--- src/rtl/seg7_reader_pkg.sv ---
// Shared segment encodings and types for the 7-segment reader.
// Active-low segment order is {g,f,e,d,c,b,a}; a lit segment reads as 0.
package seg7_pkg;

  localparam logic [6:0] SEG_0     = 7'h40;
  localparam logic [6:0] SEG_1     = 7'h79;
  localparam logic [6:0] SEG_2     = 7'h24;
  localparam logic [6:0] SEG_3     = 7'h30;
  localparam logic [6:0] SEG_4     = 7'h19;
  localparam logic [6:0] SEG_5     = 7'h12;
  localparam logic [6:0] SEG_6     = 7'h02;
  localparam logic [6:0] SEG_7     = 7'h78;
  localparam logic [6:0] SEG_8     = 7'h00;
  localparam logic [6:0] SEG_9     = 7'h18;
  localparam logic [6:0] SEG_A     = 7'h08;
  localparam logic [6:0] SEG_B     = 7'h03;
  localparam logic [6:0] SEG_C     = 7'h46;
  localparam logic [6:0] SEG_D     = 7'h21;
  localparam logic [6:0] SEG_E     = 7'h06;
  localparam logic [6:0] SEG_F     = 7'h0E;
  localparam logic [6:0] SEG_BLANK = 7'h7F;

  typedef enum logic [1:0] {
    IDLE   = 2'd0,
    SETTLE = 2'd1,
    LOCKED = 2'd2
  } state_e;

  typedef struct packed {
    logic       is_digit;
    logic       is_blank;
    logic [3:0] value;
  } pattern_t;

endpackage

--- src/rtl/seg7_reader_if.sv ---
// Segment bus and decoded-digit signals between a display source and the reader.
// Optional lock_count member exists only when SEG7_READER_LOCK_COUNT_EN is defined.
interface seg7_reader_if;

  logic [6:0] seg_n;
  logic [3:0] digit;
  logic       valid;
  logic       locked;
  logic       err;
`ifdef SEG7_READER_LOCK_COUNT_EN
  logic [7:0] lock_count;

  modport master (output seg_n, input digit, valid, locked, err, lock_count);
  modport slave  (input seg_n, output digit, valid, locked, err, lock_count);
`else

  modport master (output seg_n, input digit, valid, locked, err);
  modport slave  (input seg_n, output digit, valid, locked, err);
`endif

endinterface

--- src/rtl/seg7_pattern_lut.sv ---
// Combinational classifier: 7-bit active-low pattern -> {is_digit, is_blank, value}.
// Kept standalone so a display checker can reuse the same table.
module seg7_pattern_lut
  import seg7_pkg::*;
(
    input  logic [6:0] pattern,
    output pattern_t   info
);

    always_comb begin
        // NOTE: defaulting every field first keeps this purely combinational (no latch).
        info = '{is_digit: 1'b1, is_blank: 1'b0, value: 4'h0};
        case (pattern)
            SEG_0:     info.value = 4'h0;
            SEG_1:     info.value = 4'h1;
            SEG_2:     info.value = 4'h2;
            SEG_3:     info.value = 4'h3;
            SEG_4:     info.value = 4'h4;
            SEG_5:     info.value = 4'h5;
            SEG_6:     info.value = 4'h6;
            SEG_7:     info.value = 4'h7;
            SEG_8:     info.value = 4'h8;
            SEG_9:     info.value = 4'h9;
            SEG_A:     info.value = 4'hA;
            SEG_B:     info.value = 4'hB;
            SEG_C:     info.value = 4'hC;
            SEG_D:     info.value = 4'hD;
            SEG_E:     info.value = 4'hE;
            SEG_F:     info.value = 4'hF;
            SEG_BLANK: begin
                info.is_digit = 1'b0;
                info.is_blank = 1'b1;
            end
            default:   info.is_digit = 1'b0;
        endcase
    end

endmodule

--- src/rtl/seg7_reader.sv ---
// Recovers the hex digit shown on an active-low 7-segment bus after a stability filter.
// Define SEG7_READER_LOCK_COUNT_EN to add an 8-bit wrapping count of valid pulses.
module seg7_reader
  import seg7_pkg::*;
#(
    parameter int unsigned STABLE_CYCLES = 4
) (
    input logic          clk,
    input logic          rst,
    seg7_reader_if.slave bus
);

    localparam logic [1:0] ST_IDLE   = IDLE;
    localparam logic [1:0] ST_SETTLE = SETTLE;
    localparam logic [1:0] ST_LOCKED = LOCKED;
    localparam logic [7:0] STABLE_CNT = 8'(STABLE_CYCLES);

    logic [6:0] s;
    logic [7:0] cnt;
    logic [7:0] cnt_next;
    logic [1:0] state;
    logic [3:0] digit_q;
    logic       valid_q;
    logic       locked_q;
    logic       err_q;
    pattern_t   info;
    logic       changed;
    logic       evaluate;
    logic       accept_new;

    seg7_pattern_lut u_lut (
        .pattern(bus.seg_n),
        .info   (info)
    );

    // A run is judged only while settling or on the edge it begins; with
    // STABLE_CYCLES=1 those coincide, so a fresh sample can be accepted at once.
    always_comb begin
        changed = (bus.seg_n != s);
        if (changed)
            cnt_next = 8'd1;
        else if (cnt == 8'hFF)
            cnt_next = cnt;
        else
            cnt_next = cnt + 8'd1;
        evaluate   = (cnt_next == STABLE_CNT) && (changed || state == ST_SETTLE);
        accept_new = evaluate && info.is_digit && (!locked_q || info.value != digit_q);
    end

    always_ff @(posedge clk) begin
        // NOTE: non-blocking assignments so every register samples pre-edge values.
        if (rst) begin
            s        <= SEG_BLANK;
            cnt      <= 8'd0;
            state    <= ST_IDLE;
            digit_q  <= 4'h0;
            valid_q  <= 1'b0;
            locked_q <= 1'b0;
            err_q    <= 1'b0;
        end else begin
            s       <= bus.seg_n;
            cnt     <= cnt_next;
            valid_q <= accept_new;
            if (evaluate) begin
                if (info.is_digit) begin
                    state    <= ST_LOCKED;
                    locked_q <= 1'b1;
                    err_q    <= 1'b0;
                    digit_q  <= info.value;
                end else begin
                    state    <= ST_IDLE;
                    locked_q <= 1'b0;
                    if (!info.is_blank)
                        err_q <= 1'b1;
                end
            end else if (changed) begin
                // Leaving LOCKED keeps locked_q high so a returning glitch stays silent.
                state <= ST_SETTLE;
            end
        end
    end

    assign bus.digit  = digit_q;
    assign bus.valid  = valid_q;
    assign bus.locked = locked_q;
    assign bus.err    = err_q;

`ifdef SEG7_READER_LOCK_COUNT_EN
    logic [7:0] lock_count_q;

    always_ff @(posedge clk) begin
        if (rst)
            lock_count_q <= 8'd0;
        else if (accept_new)
            lock_count_q <= lock_count_q + 8'd1;
    end

    assign bus.lock_count = lock_count_q;
`endif

endmodule

--- src/flat_wrapper.sv ---
// flat-port wrapper written by rule: the top's interface ports become plain ports
module seg7_reader_flat import seg7_pkg::*;
#(
    parameter int unsigned STABLE_CYCLES = 4
)
  (clk, rst, bus_seg_n, bus_digit, bus_valid, bus_locked, bus_err);
  seg7_reader_if bus_i ();
  input logic clk;
  input logic rst;
  input wire logic [$bits(bus_i.seg_n)-1:0] bus_seg_n;
  output wire logic [$bits(bus_i.digit)-1:0] bus_digit;
  output wire logic [$bits(bus_i.valid)-1:0] bus_valid;
  output wire logic [$bits(bus_i.locked)-1:0] bus_locked;
  output wire logic [$bits(bus_i.err)-1:0] bus_err;
  assign bus_i.seg_n = bus_seg_n;
  assign bus_digit = bus_i.digit;
  assign bus_valid = bus_i.valid;
  assign bus_locked = bus_i.locked;
  assign bus_err = bus_i.err;
  seg7_reader #(.STABLE_CYCLES(STABLE_CYCLES)) u_core (.clk(clk), .rst(rst), .bus(bus_i));
endmodule
--- config.mk ---
export PLATFORM = sky130hd
export DESIGN_NAME = seg7_reader_flat
export DESIGN_NICKNAME = d
export VERILOG_FILES = /design/src/rtl/seg7_reader_pkg.sv /design/src/rtl/seg7_reader_if.sv /design/src/rtl/seg7_pattern_lut.sv /design/src/rtl/seg7_reader.sv /design/src/flat_wrapper.sv
export SDC_FILE = /design/constraint.sdc
export NUM_CORES = 1
export LEC_CHECK = 0
export CORE_ASPECT_RATIO = 0.75
export CORE_MARGIN = 2
export CORE_UTILIZATION = 49
export DETAILED_ROUTE_END_ITERATION = 12
export PLACE_DENSITY = 0.85
export SLEW_MARGIN = 10
export SYNTH_ARGS = -nofsm -noshare
export SYNTH_HDL_FRONTEND = slang
export SYNTH_SLANG_ARGS = --single-unit
--- constraint.sdc ---
create_clock -name clk -period 2.4 [get_ports clk]
set_input_delay 0.48 -clock clk [delete_from_list [all_inputs] [get_ports clk]]
set_output_delay 0.48 -clock clk [all_outputs]
set_load 0.02 [all_outputs]
# Word-level counts from Yosys, hierarchy flattened
# Cells that the tools add are included.
# word_totals
latchBits,0
memories,0
mem_bits_ro,0
mem_bits_rw,0
inputBits,9
ff_bits,24
# classes
mux,11
div,0
n_mul,0
shifts,0
n_eq_ne,22
add_sub_neg,1
reduce_logical,11
n_lt_le_gt_ge,0
bitwise,0
# ops
op,count
4-bit case mux with 15 select lines,1
"7-bit equality test, second input constant",5
"7-bit by 5-bit equality test with 1-bit output, second input constant",3
"7-bit by 6-bit equality test with 1-bit output, second input constant",3
8-bit 2-to-1 mux,2
16-bit OR reduction,1
"7-bit by 2-bit equality test with 1-bit output, second input constant",2
"7-bit by 4-bit equality test with 1-bit output, second input constant",2
"8-bit by 1-bit adder with 8-bit output, second input constant",1
"8-bit by 3-bit equality test with 1-bit output, second input constant",1
"8-bit equality test, second input constant",1
"7-bit by 3-bit equality test with 1-bit output, second input constant",1
7-bit logical NOT,1
7-bit != test,1
2-bit 2-to-1 mux,3
1-bit 2-to-1 mux,5
4-bit != test,1
2-bit AND reduction,2
1-bit logical AND,3
"2-bit by 1-bit equality test with 1-bit output, second input constant",1
1-bit logical OR,2
"2-bit by 1-bit != test with 1-bit output, second input constant",1
2-bit nonzero test,1
1-bit logical NOT,1

# Logic depth before layout (Yosys ltp)
# logic_depth
word_depth,7
depth_mapped,8

# Cells and area by module
# A second synthesis with hierarchy kept.
# unflattened
cells_unflattened,171
hier_area_um2,1510.2
# modules_own_cells
mod,seq_area_each_um2,n_inst,cells_per_inst,area_each_um2
seg7_reader,480.5,1,114,1152.4
seg7_pattern_lut,0.0,1,57,357.8

# Worst setup path after synthesis
# No wires, ideal clock.
# synth_path
kind,register to register
from,register u_core.cnt[0]
to,register u_core.digit_q[0] (netlist: u_core.bus.digit[0])
setup_ps,116
path_slack_ps,66
stages_incl_launch_ff,9
arrival_ps,2219
synth_period_minus_slack_ps,2334
n_path_buf,1
path_cell_list,dfxtp_1 > ha_1 > nand4_4 > or3_1 > a211oi_2 > nand4_2 > or2_0 > buf_2 > a31o_1
# synth_via
elab_chain_cells,6
elab_cells_between_ends,7
classes_between,add/sub: 1; eq/ne: 2; mux: 2; reduce/logical: 2
# synth_lines
item,line_no,text
start: declaration,seg7_reader.sv:19,logic [7:0] cnt;
start signal: assignment,seg7_reader.sv:62,cnt <= cnt_next;
8-bit by 1-bit adder with 8-bit output / 8-bit equality test (equally long branches),"seg7_reader.sv:45, seg7_reader.sv:42",
8-bit 2-to-1 mux *,seg7_reader.sv:42,else if (cnt == 8'hFF)
8-bit 2-to-1 mux *,seg7_reader.sv:40,if (changed)
8-bit by 3-bit equality test with 1-bit output *,seg7_reader.sv:46,evaluate = (cnt_next == STABLE_CNT) && (changed || state == ST_SETTLE);
1-bit logical AND *,seg7_reader.sv:46,
2-bit AND reduction (no source line) *,-,
end signal: assignment,seg7_reader.sv:69,digit_q <= info.value;
end: declaration,seg7_reader.sv:22,logic [3:0] digit_q;
# Every way passes the cells marked *; elsewhere a longest branch is shown, timed or not.
# A chain may end at the register's enable or synchronous reset.

# Worst setup path in the final report
# layout_path
from,input port bus_seg_n[1]
to,register u_core.valid_q (netlist: u_core.bus.valid)
# layout_via
elab_chain_cells,6
elab_cells_between_ends,28
classes_between,eq/ne: 18; mux: 3; reduce/logical: 7
# layout_lines
item,line_no,text
start: declaration,flat_wrapper.sv:10,input wire logic [$bits(bus_i.seg_n)-1:0] bus_seg_n;
"parallel branches: the longest is 5 deep, another holds 4-bit case mux with 15 select lines",-,
1-bit logical AND *,seg7_reader.sv:47,accept_new = evaluate && info.is_digit && (!locked_q || info.value != digit_q);
end signal: assignment,seg7_reader.sv:63,valid_q <= accept_new;
end: declaration,seg7_reader.sv:23,logic valid_q;
# Mark *: on every way between the ends.

==> flow_summary.yaml <==
drt:
  wl_mm: 3.707
  final_antenna_net_count: 0
  drc_errors: 0
  wire_per_inst_um: 14.77
  viasPerCell: 5.869
  drt-initial-drc-count: 127
  num_vias: 1473
  dr.pass1.iters: 5
power_and_ir_drop:
  cell_internal_pwr_mw: 0.6959
  power_frac_seq_pct: 45.6
  pwr-share-comb_pct: 15.0
  p_leak_nw: 0.7797
  power_switching_mw: 0.2013
  power_per_cell_area_mw_per_mm2: 470.2
  power.total_mw: 0.8972
  switching_share_pct: 22.44
  clockPowerShare_pct: 39.4
  ir_drop_uv: 250.5
logic_synthesis:
  netlist_instances: 174
  syn_avg_cell_area_um2: 8.018
  synth_edf_count: 0
  ys_seq_area_share_pct: 34.44
  ys_async_sr_fraction_pct: 0
  syn_area_mm2: 0.001395
  synth_top_area_share_pct: 34.44
  synth_common_cells: "24 x dfxtp_1, 17 x nor2_1, 15 x nand2_1"
  yosys.cell_count.top_type: "dfxtp_1"
  synth_warnings: 0
  synth_area_leader_cell: "dfxtp_1"
  ys_ff_latch: 24
  syn_nets: 184
  synth_area_leaders: "dfxtp_1 34%, xnor2_1 6.3%, nor2_1 4.6%, nand2_1 4.0%, nand3_1 3.6%"
  yosys_most_used_dff: "dfxtp_1"
  ys_types: 48
worst_setup_path:
  r2r-end: "u_core.bus.valid$_SDFF_PP0_"
  cpPeakStageDelay_ns: 0.55
  r2r-start: "u_core.cnt[1]$_SDFF_PP0_"
  cpMaxStageDelayCell: "a2111oi_0"
  worst_ep_arrival_time_ns: 2.50
  startpoint_type: "input pin"
  path_cells: "clkdlybuf4s50_1 > buf_4 > nor2_1 > a221oi_1 > a2111oi_0 > nor2_1 > xor2_1 > a31oi_1"
  r2r_cells: 6
  crit_fanout: 5
  crit_required_ns: 2.59
  reg2reg_setup_slack_ns: 0.12
  cp-end-kind: "flop"
  cp_common_cell: "nor2_1"
  crit_type: "in -> reg"
global_route:
  grt_overflow: 0
  grt_pass1_wl_mm: 6.444
  grt_pass1_vias: 1386
  track_usage_pct: 24.89
  antenna_found_initial: 0
  grt_max_degree: 15
clock_network:
  postCtsHoldBufs: 0
  clock_path_buffers: 2
  htree_levels: 1
  root_buffer: "clkbuf_8"
  clock_latency_ns: 0.27
  numCtsBuffers: 3
  cts_tree: "built"
  clock-sinks: 24
  clk_pin_slew_ns: 0.09
  postCtsSetupBuffers: 0
finish:
  diodes: 0
  fillerInstances: 207
  seq_area_um2: 480.5
  multiInputGateArea_um2: 903.4
  drive_gt1_share_pct: 25.12
  syn2layout_area_growth_pct: 36.77
  fin_area_mm2: 0.001908
  fin_nets: 226
  post-route-util_pct: 71.66
outcome:
  status: "completed"
sta:
  setup_violations: 0
  fin_hold_ws_ns: 0.4772
  fin_crit_sh_pct: 96.39
  worst_slew_pin_slew_ns: 0.5600
  slew_headroom_pct: 61.70
  fmax_ghz: 0.4323
  hold_viol_final: 0
  slew_violations: 0
  min_period_ns: 2.313
  skew_ns: 0.006283
hold_path:
  hold_depth: 2
  hold_path_class: "reg -> reg"
  min_to: "u_core.state[1]$_SDFFE_PP0P_"
  holdCritStartpoint: "u_core.state[1]$_SDFFE_PP0P_"
flow_run:
  max-cap-violations: 0
place:
  port_buffers: 15
  dp_hpwl_mm: 2.723
  place_area_mm2: 0.001788
  gp_congestion: 0.9335
floorplanning:
  die_y_um: 50.21
  rows: 16
  core_area_mm2: 0.002663
  design.portCount: 16
  die_x_um: 65.61
  start_util_pct: 52.40
  dieArea_mm2: 0.003294
layer usage:
layer	share of wire, %	routed length [µm]	up-vias	track usage, %
met5	0	0	-	0
met1	48	1771	679	36.63
met4	0.57	21	0	3.472
met3	7.8	289	6	7.175
met2	44	1625	77	37.07
li1	-	-	711	-
worst max path at each step:
stage                                   from                          endpoint  slack (ns)
floorplan           u_core.cnt[0]$_SDFF_PP0_  u_core.bus.digit[0]$_SDFFE_PP0P_        0.07
global placement                bus_seg_n[5]  u_core.bus.digit[0]$_SDFFE_PP0P_       -0.20
detailed placement              bus_seg_n[5]  u_core.bus.digit[0]$_SDFFE_PP0P_       -0.28
CTS                             bus_seg_n[3]       u_core.bus.valid$_SDFF_PP0_      0.0002
global route                    bus_seg_n[1]       u_core.bus.valid$_SDFF_PP0_       -0.04
finish                          bus_seg_n[1]       u_core.bus.valid$_SDFF_PP0_        0.09
flip-flops by register name, indices dropped and copies added (netlist names):
register,cells
u_core.cnt,8
u_core.s,7
u_core.bus.digit,4
u_core.bus.err,1
u_core.state,2
u_core.bus.valid,1
u_core.bus.locked,1
power by group through the flow:
stage                     registers, mW  clock network [mW]  logic [mW]
after global routing              0.411               0.372       0.146
after floorplan                   0.419                   0      0.0648
after detailed placement          0.419                   0       0.126
after CTS                         0.410               0.356       0.128
after global placement            0.419                   0       0.124
final                             0.410               0.353       0.134
cell type report:
| cell class | instances | area share (%) |
|---|---|---|
| clock buffer | 3 | 2.164 |
| tap | 36 | 2.361 |
| multi-input combinational | 137 | 47.34 |
| sequential | 24 | 25.18 |
| inverter | 4 | 0.7869 |
| clock inverter | 1 | 1.574 |
| timing repair buffer | 46 | 20.59 |
worst max-delay path: cells and delay by family:
family / cells / cell delay, ns
AO/OA/AOI/OAI: 3 / 0.86
buffers and inverters: 2 / 0.67
AND/OR/NAND/NOR: 2 / 0.31
XOR/XNOR: 1 / 0.17
placed cells by master (no fill, tap or decap), types with 3 or more instances in the layout:
cell and n:
or3_1 3, clkdlybuf4s50_1 11, dlymetal6s2s_1 4, buf_4 31, nor3_1 8, nor2_1 17, inv_1 3, and3_2 3
clkbuf_8 3, nor2b_1 4, nand4_1 7, nand3_1 9, or2_2 6, nand2_1 15, a31o_1 3, a21oi_1 6
xnor2_1 10, o21ai_0 8, dfxtp_1 24
cells by family after synthesis:
family / count (synthesis) / share of synthesized area, %
muxes: 2 / 1.525
xor gates and xnor gates: 12 / 7.534
AOI/OAI and AO/OA: 35 / 17.67
DFF: 24 / 34.44
and+or+nand+nor: 87 / 34.35
buffers and inverters: 13 / 3.587
adders and majority gates: 1 / 0.8967
per-stage QoR:
step	setup WS [ns]	setup TNS, ns	cells
floorplan	0.06582	0	174
global placement	-0.2045	-1.343	247
detailed placement	-0.2833	-1.924	247
CTS	0.0002387	0	251
global route	-0.04196	-0.04196	251
finish	0.08675	0	251
repair_timing:
action,in CTS,in global routing
resized for setup,1,11
pin swaps,0,1
setup endpoints to repair,3,8
No activity file was read; power rests on OpenSTA's default activity.
